File: src/rtl/led_status_ctrl_if.sv
// Game event pulses in, per-game status codes and RGB LED drives out.
// Pure wiring bundle; timing is set by led_status_ctrl.
// No flow control: events are single-cycle pulses, outputs are levels.
interface led_status_ctrl_if;
  logic       g1_start;
  logic       g1_pause;
  logic       g1_win;
  logic       g1_lose;
  logic       g2_start;
  logic       g2_pause;
  logic       g2_win;
  logic       g2_lose;
  logic [1:0] game1_state;
  logic [1:0] game2_state;
  logic [2:0] led16;
  logic [2:0] led17;

  modport master (
    output g1_start, g1_pause, g1_win, g1_lose,
    output g2_start, g2_pause, g2_win, g2_lose,
    input  game1_state, game2_state, led16, led17
  );

  modport slave (
    input  g1_start, g1_pause, g1_win, g1_lose,
    input  g2_start, g2_pause, g2_win, g2_lose,
    output game1_state, game2_state, led16, led17
  );
endinterface

File: src/rtl/led_status_ctrl.sv
// Two independent game status FSMs driving RGB LEDs from one shared blink timer.
// Status code follows the state register directly; LEDs are registered one cycle later.
// No backpressure: every event pulse is consumed in the cycle it is sampled.
module led_status_ctrl #(
  parameter int BLINK_DIV   = 25_000_000,
  parameter int HOLD_BLINKS = 6
) (
  input logic              clk,
  input logic              rst,
  led_status_ctrl_if.slave bus
);

  localparam int DW = (BLINK_DIV > 1) ? $clog2(BLINK_DIV) : 1;
  localparam int CW = (HOLD_BLINKS > 0) ? $clog2(HOLD_BLINKS + 1) : 1;
  localparam logic [DW-1:0] DIV_MAX  = DW'(BLINK_DIV - 1);
  localparam logic [CW-1:0] HOLD_MAX = CW'(HOLD_BLINKS - 1);

  typedef enum logic [2:0] {
    IDLE, RUN, PAUSED, WIN_BLINK, WIN, LOSE_BLINK, LOSE
  } state_t;

  state_t          st   [2];
  logic [CW-1:0]   bcnt [2];
  logic [2:0]      led  [2];
  logic [DW-1:0]   div_cnt;
  logic            phase;
  logic            tick;
  logic [1:0]      ev_start;
  logic [1:0]      ev_pause;
  logic [1:0]      ev_win;
  logic [1:0]      ev_lose;

  assign ev_start = {bus.g2_start, bus.g1_start};
  assign ev_pause = {bus.g2_pause, bus.g1_pause};
  assign ev_win   = {bus.g2_win,   bus.g1_win};
  assign ev_lose  = {bus.g2_lose,  bus.g1_lose};
  assign tick     = (div_cnt == DIV_MAX);

  function automatic logic [2:0] colour(input state_t s, input logic ph);
    logic [2:0] c;
    c = 3'b000;
    case (s)
      RUN:        c = 3'b001;
      PAUSED:     c = ph ? 3'b000 : 3'b001;
      WIN_BLINK:  c = ph ? 3'b000 : 3'b010;
      WIN:        c = 3'b010;
      LOSE_BLINK: c = ph ? 3'b000 : 3'b100;
      LOSE:       c = 3'b100;
      default:    c = 3'b000;
    endcase
    return c;
  endfunction

  function automatic logic [1:0] code(input state_t s);
    logic [1:0] c;
    c = 2'b00;
    case (s)
      RUN:             c = 2'b11;
      WIN_BLINK, WIN:  c = 2'b01;
      LOSE_BLINK, LOSE: c = 2'b10;
      default:         c = 2'b00;
    endcase
    return c;
  endfunction

  always_ff @(posedge clk) begin
    if (rst) begin
      div_cnt <= '0;
      phase   <= 1'b0;
      for (int g = 0; g < 2; g++) begin
        st[g]   <= IDLE;
        bcnt[g] <= '0;
        led[g]  <= 3'b000;
      end
    end else begin
      div_cnt <= tick ? '0 : div_cnt + 1'b1;
      if (tick) phase <= ~phase;

      for (int g = 0; g < 2; g++) begin
        led[g] <= colour(st[g], phase);
        // start beats everything, including the final blink tick
        if (ev_start[g]) begin
          st[g] <= RUN;
        end else begin
          case (st[g])
            RUN: begin
              if (ev_lose[g]) begin
                st[g]   <= LOSE_BLINK;
                bcnt[g] <= '0;
              end else if (ev_win[g]) begin
                st[g]   <= WIN_BLINK;
                bcnt[g] <= '0;
              end else if (ev_pause[g]) begin
                st[g] <= PAUSED;
              end
            end
            PAUSED: begin
              if (ev_pause[g]) st[g] <= RUN;
            end
            WIN_BLINK: begin
              if (tick) begin
                if (bcnt[g] == HOLD_MAX) st[g] <= WIN;
                else                     bcnt[g] <= bcnt[g] + 1'b1;
              end
            end
            LOSE_BLINK: begin
              if (tick) begin
                if (bcnt[g] == HOLD_MAX) st[g] <= LOSE;
                else                     bcnt[g] <= bcnt[g] + 1'b1;
              end
            end
            default: ;
          endcase
        end
      end
    end
  end

  assign bus.game1_state = code(st[0]);
  assign bus.game2_state = code(st[1]);
  assign bus.led16       = led[0];
  assign bus.led17       = led[1];

endmodule

File: src/flat_wrapper.sv
// flat-port wrapper written by rule: the top's interface ports become plain ports
module led_status_ctrl_flat 
#(
  parameter int BLINK_DIV   = 25_000_000,
  parameter int HOLD_BLINKS = 6
)
  (clk, rst, bus_g1_start, bus_g1_pause, bus_g1_win, bus_g1_lose, bus_g2_start, bus_g2_pause, bus_g2_win, bus_g2_lose, bus_game1_state, bus_game2_state, bus_led16, bus_led17);
  led_status_ctrl_if bus_i ();
  input logic clk;
  input logic rst;
  input wire logic [$bits(bus_i.g1_start)-1:0] bus_g1_start;
  input wire logic [$bits(bus_i.g1_pause)-1:0] bus_g1_pause;
  input wire logic [$bits(bus_i.g1_win)-1:0] bus_g1_win;
  input wire logic [$bits(bus_i.g1_lose)-1:0] bus_g1_lose;
  input wire logic [$bits(bus_i.g2_start)-1:0] bus_g2_start;
  input wire logic [$bits(bus_i.g2_pause)-1:0] bus_g2_pause;
  input wire logic [$bits(bus_i.g2_win)-1:0] bus_g2_win;
  input wire logic [$bits(bus_i.g2_lose)-1:0] bus_g2_lose;
  output wire logic [$bits(bus_i.game1_state)-1:0] bus_game1_state;
  output wire logic [$bits(bus_i.game2_state)-1:0] bus_game2_state;
  output wire logic [$bits(bus_i.led16)-1:0] bus_led16;
  output wire logic [$bits(bus_i.led17)-1:0] bus_led17;
  assign bus_i.g1_start = bus_g1_start;
  assign bus_i.g1_pause = bus_g1_pause;
  assign bus_i.g1_win = bus_g1_win;
  assign bus_i.g1_lose = bus_g1_lose;
  assign bus_i.g2_start = bus_g2_start;
  assign bus_i.g2_pause = bus_g2_pause;
  assign bus_i.g2_win = bus_g2_win;
  assign bus_i.g2_lose = bus_g2_lose;
  assign bus_game1_state = bus_i.game1_state;
  assign bus_game2_state = bus_i.game2_state;
  assign bus_led16 = bus_i.led16;
  assign bus_led17 = bus_i.led17;
  led_status_ctrl #(.BLINK_DIV(BLINK_DIV), .HOLD_BLINKS(HOLD_BLINKS)) u_core (.clk(clk), .rst(rst), .bus(bus_i));
endmodule
File: config.mk
export PLATFORM = sky130hd
export DESIGN_NAME = led_status_ctrl_flat
export DESIGN_NICKNAME = d
export VERILOG_FILES = /design/src/rtl/led_status_ctrl_if.sv /design/src/rtl/led_status_ctrl.sv /design/src/flat_wrapper.sv
export SDC_FILE = /design/constraint.sdc
export NUM_CORES = 1
export LEC_CHECK = 0
export ABC_CLOCK_PERIOD_IN_PS = 2550
export CAP_MARGIN = 20
export CORE_MARGIN = 3
export CORE_UTILIZATION = 35
export DETAILED_ROUTE_END_ITERATION = 10
export PLACE_DENSITY_LB_ADDON = 0.12
export RECOVER_POWER = 25
export SETUP_SLACK_MARGIN = 0.05
export SYNTH_ARGS = -nofsm -noshare
export SYNTH_HDL_FRONTEND = slang
export SYNTH_SLANG_ARGS = --single-unit
File: constraint.sdc
create_clock -name clk -period 2.55 [get_ports clk]
set_input_delay 0.255 -clock clk [delete_from_list [all_inputs] [get_ports clk]]
set_output_delay 0.255 -clock clk [all_outputs]
set_load 0.005 [all_outputs]
# Word level (Yosys, flattened, before mapping)
# Memory sizes are Yosys's and may differ from the RTL's.
# Cells that the tools add are included.
[totals]
ff_bits = 26
ram_bits = 18
input_bits = 10
elab_cells = 179
memories = 3
[mem_list]
columns = ["memory", "words", "width", "rd", "rd_ports_with_merged_regs", "write_ports", "line_no", "rtl"]
rows = [
  ["u_core.bcnt", 2, 3, 2, 0, 2, "led_status_ctrl.sv:23", "logic [CW-1:0] bcnt [2];"],
  ["u_core.led", 2, 3, 2, 0, 2, "led_status_ctrl.sv:24", "logic [2:0] led [2];"],
  ["u_core.st", 2, 3, 2, 0, 2, "led_status_ctrl.sv:22", "state_t st [2];"],
]
[op_classes]
addsub = 3
n_eq_ne = 15
n_mux = 126
bitwise = 25
reduce_logical = 5
[op_table]
columns = ["op", "n"]
rows = [
  ["2-to-1 mux 1 bit", 94],
  ["2-to-1 mux 3 bit", 27],
  ["one-hot mux 3 bit (6 select lines)", 2],
  ["adder 25 x 1 -> 25 bit, second input constant", 1],
  ["== test 25 bit, second input constant", 1],
  ["== test 3 bit, second input constant", 8],
  ["bitwise OR 1 bit", 24],
  ["== test 3 x 2 -> 1 bit, second input constant", 4],
  ["one-hot mux 2 bit (3 select lines)", 2],
  ["OR reduction 2 bit", 5],
  ["adder 3 x 1 -> 3 bit, second input constant", 2],
  ["== test 3 x 1 -> 1 bit, second input constant", 2],
  ["2-to-1 mux 2 bit", 1],
  ["inverter 1 bit", 1],
]

# Depth between registers and ports, before layout
# An unclocked memory read counts as a cell.
[depth]
ltp_word = 12
ltp_mapped = 8
ltp_nobuf = 6

# Worst setup path after synthesis
# OpenSTA, ideal clock, no wires.
[synth_path]
path_kind = "register to register"
startpoint = "register u_core.div_cnt[0]"
endpoint = "memory u_core.st[1][0] (netlist bit) (enable)"
arrival_time_ns = 1.577
required_time_ns = 2.243
slack_ns = 0.666
path_stages_with_launch = 7
n_path_buf = 0
period_less_slack_ns = 1.884
path_cell_list = "dfxtp_1 -> ha_1 -> and4_1 -> nand3_1 -> nor3_4 -> nand4_1 -> nand3_1"
[synth_lines]
columns = ["item", "line_no", "rtl"]
rows = [
  ["start, declared", "led_status_ctrl.sv:25", "logic [DW-1:0] div_cnt;"],
  ["start signal, assigned", "led_status_ctrl.sv:76", "div_cnt <= tick ? '0 : div_cnt + 1'b1;"],
  ["end, declared", "led_status_ctrl.sv:22", ""],
]

==> results.py <==
metrics = {
    "status": {
        "outcome": "completed",
    },
    "finish": {
        "synthToLayoutAreaGrowth_pct": 16.5,
        "final_layout_size_suffix_gt1_share_pct": 5.80,
        "num_antenna_cells": 0,
        "final-instance-count-excl-fill": 351,
        "fill_cells": 606,
        "nets": 290,
        "stdcell_area_um2": 2600,
    },
    "die": {
        "floorplan.initialDensity_pct": 36.8,
        "dieArea_um2": 7370,
        "core.rowCount": 28,
        "core_area_um2": 6060,
        "fp.dieH_um": 85.8,
        "die_width_um": 85.8,
        "ios": 20,
    },
    "synthesis": {
        "yosys.area_share.xor_xnor_pct": 11.0,
        "muxShareOfSynthArea_pct": 0,
        "main_combinational_cell_family_by_area_after_synthesis": "simple AND/OR/NAND/NOR gates",
        "asyncSetResetFlopFracSynth_pct": 0,
        "ys_seq_area_share_pct": 44.9,
        "ys_top_cells_by_area": "sky130_fd_sc_hd__dfxtp_1 29%, sky130_fd_sc_hd__edfxtp_1 16%, sky130_fd_sc_hd__nor2_1 8.4%, sky130_fd_sc_hd__xnor2_1 5.5%, sky130_fd_sc_hd__xor2_1 5.5%",
        "synth_commonest_cells": "50 x sky130_fd_sc_hd__nor2_1, 32 x sky130_fd_sc_hd__dfxtp_1, 30 x sky130_fd_sc_hd__nand2_1",
        "yosys_warnings": 0,
        "fraction_of_the_mapped_netlist_area_in_simple_logic_gates_pct": 32.4,
        "syn_avg_cell_area_um2": 8.78,
        "yosysUniqueCellTypes": 41,
        "synth-compound-area-share_pct": 4.77,
        "synth_enable_flop_cells": 12,
        "synthAdderAreaFrac_pct": 2.80,
        "synthFlopType": "sky130_fd_sc_hd__dfxtp_1",
        "synthesis.nets": 269,
        "yosys.cell_count.top_type": "sky130_fd_sc_hd__nor2_1",
        "synth.cell_area_um2": 2230,
        "synth_area_leader_cell": "sky130_fd_sc_hd__dfxtp_1",
        "syn_inst": 254,
        "post-synth-top-area-fraction_pct": 28.7,
        "total_of_flip_flops_plus_latches_after_synthesis": 44,
    },
    "timing": {
        "minimum_clock_period_after_layout_ns": 2.13,
        "finClkSkew_ns": 0.00590,
        "hold_viol_final": 0,
        "setup_slack_ns": 0.416,
        "timing_worst_slew_pin_value_ns": 0.450,
        "timing.fmax_ghz": 0.469,
        "final_setup_violations": 0,
        "grt_setup_unrepaired": "no",
        "maxSlewHeadroom_pct": 69.9,
        "final.period_utilization_pct": 83.7,
        "fin_setup_tns_ns": 0,
        "hold_slack_ns": 0.483,
        "slew_viol_final": 0,
    },
    "place": {
        "post-place-cells": 343,
        "globalplace.congestion": 0.790,
        "place_area_um2": 2480,
        "port_buffers": 19,
        "pre_cts_slack_ns": 0.416,
        "dpl.hpwl_mm": 3.03,
    },
    "clocking": {
        "skew_pair_late_insertion_delay_ns": 0.29,
        "cts_hold_buffers": 0,
        "ctsResizeCount": 0,
        "clock-root-buffer": "sky130_fd_sc_hd__clkbuf_8",
        "post_cts.repair.setup_buffers": 0,
        "tritoncts_clock_tree": "yes",
        "cts_made_buffers": 5,
        "cts.htree.levels": 2,
        "cts_num_sinks": 44,
        "clk_path_buf_depth": 2,
        "clock_slew_seen_by_the_registers_of_the_worst_setup_and_hold_paths_ns": 0.08,
    },
    "global_routing": {
        "maximum_number_of_pins_on_one_net_before_global_route_repair": 25,
        "via_count_of_the_first_global_routing_pass": 1647,
        "grt_overflow_total": 0,
        "total_routing_resource_utilization_after_global_routing_pct": 12.8,
        "antenna_found_initial": 0,
        "grt_pass1_wl_mm": 7.59,
    },
    "setup_path": {
        "cp_data_required_time_ns": 2.55,
        "worst_setup_path_start_kind": "register",
        "worstSetupPathType": "reg -> reg",
        "critical_path.endpoint_type": "register",
        "worst-path-max-fanout": 10,
        "timing.critical_path.arrival_ns": 2.14,
    },
    "pwr": {
        "power_density_nw_per_um2": 562,
        "worst_ir_drop_vdd_mv": 0.240,
        "share_seq_of_total_power_pct": 52.7,
        "p_sw_share_pct": 22.5,
        "power.share.clock_pct": 36.5,
        "cell_internal_pwr_uw": 1130,
        "net-switching-power_uw": 329,
        "cellLeakagePower_uw": 0.000982,
        "power.combinational.fraction_pct": 10.7,
    },
    "route": {
        "finalWirelength_mm": 4.27,
        "via_count": 1732,
        "drt_first_pass_iters": 5,
        "ant_nets": 0,
        "routed_via_density": 4.93,
        "post_drt_wl_per_cell_um": 12.2,
        "remaining_drc_errors": 0,
        "drt-initial-drc-count": 77,
    },
    "flow_run": {
        "max_cap_viol_count": 0,
    },
    "hold_path": {
        "min_path_type": "reg -> reg",
    },
}
registers in the layout, indices dropped and copies added (netlist names):
name,flops
u_core.bcnt,6
u_core.div_cnt,25
u_core.led,6
u_core.phase,1
u_core.st,6
critical path, cell delays in order, from the launching register on:
cell	delay, ns
sky130_fd_sc_hd__dfxtp_1	0.39
sky130_fd_sc_hd__ha_1	0.25
sky130_fd_sc_hd__and4_1	0.23
sky130_fd_sc_hd__nand3_1	0.12
sky130_fd_sc_hd__nor3_4	0.45
sky130_fd_sc_hd__nand4_1	0.21
sky130_fd_sc_hd__nand3_1	0.20
through the flow:
step / total power (uW) / util (%)
final: 1460 / 42.9
after global routing: 1540 / 42.9
after CTS: 1490 / 42.9
after detailed placement: 949 / 40.9
after global placement: 952 / 40.9
after floorplan: 877 / -
cells in the final DEF, fill, tap and decap left out, drive strengths merged:
master          n
buf             4
nor4b           1
nand2b          4
o2bb2ai         1
and3            3
a211o           1
nor4            3
or2             2
o21ai           6
edfxtp         12
and4            4
nand3          14
a41oi           1
o21a            2
xor2           14
nand2          30
nor2           50
nor3b           1
and3b           2
or3b            1
or4bb           1
and2            1
dfxtp          32
xnor2          14
nor3           10
nand4           7
a21oi           7
or4             3
or4b            1
inv             7
nand3b          2
nand4bb         1
clkbuf          8
ha              5
clkdlybuf4s50  12
dlygate4sd3     7
nand4b          1
nor2b           1
worst paths after layout:
| kind | start | endpoint | slack, ns | depth (start not counted) |
|---|---|---|---|---|
| setup / recovery | u_core.div_cnt[0]$_SDFF_PP0_ | u_core.st[1][1]$_SDFFCE_PN0P_ | 0.42 | 6 |
| hold / removal | u_core.div_cnt[0]$_SDFF_PP0_ | u_core.div_cnt[0]$_SDFF_PP0_ | 0.48 | 1 |
| setup reg to reg | u_core.div_cnt[0]$_SDFF_PP0_ | u_core.st[1][1]$_SDFFCE_PN0P_ | 0.42 | 6 |
| hold reg to reg | u_core.div_cnt[0]$_SDFF_PP0_ | u_core.div_cnt[0]$_SDFF_PP0_ | 0.48 | 1 |
power by group through the flow:
stage | Clock, uW | Sequential [uW] | Combinational (uW)
4_1_cts | 556 | 771 | 163
6_report | 534 | 771 | 157
3_3_place_gp | 0 | 787 | 165
2_1_floorplan | 0 | 778 | 99.4
3_5_place_dp | 0 | 787 | 162
5_1_grt | 584 | 776 | 179
cells by family after synthesis:
| family | Yosys count |
|---|---|
| compound gates | 18 |
| xor+xnor | 28 |
| fa+ha+maj | 5 |
| buf+inv | 16 |
| flops | 44 |
| simple gates | 143 |
routing by layer:
metal	GRT usage [%]	share of wire, %
met1	17.5	52
met3	2.98	3.3
met4	5.18	1.3
met2	19.4	43
met5	0	0
cell type report:
type / instances / area [um^2] / area share, %
flip-flops and latches: 44 / 1000 / 38.5
well taps: 75 / 93.8 / 3.61
multi-input cells: 194 / 1140 / 43.7
inverters: 7 / 26.3 / 1.01
clock buffers: 8 / 121 / 4.67
repair buffers: 23 / 220 / 8.47
(Power assumes the default switching activity.)
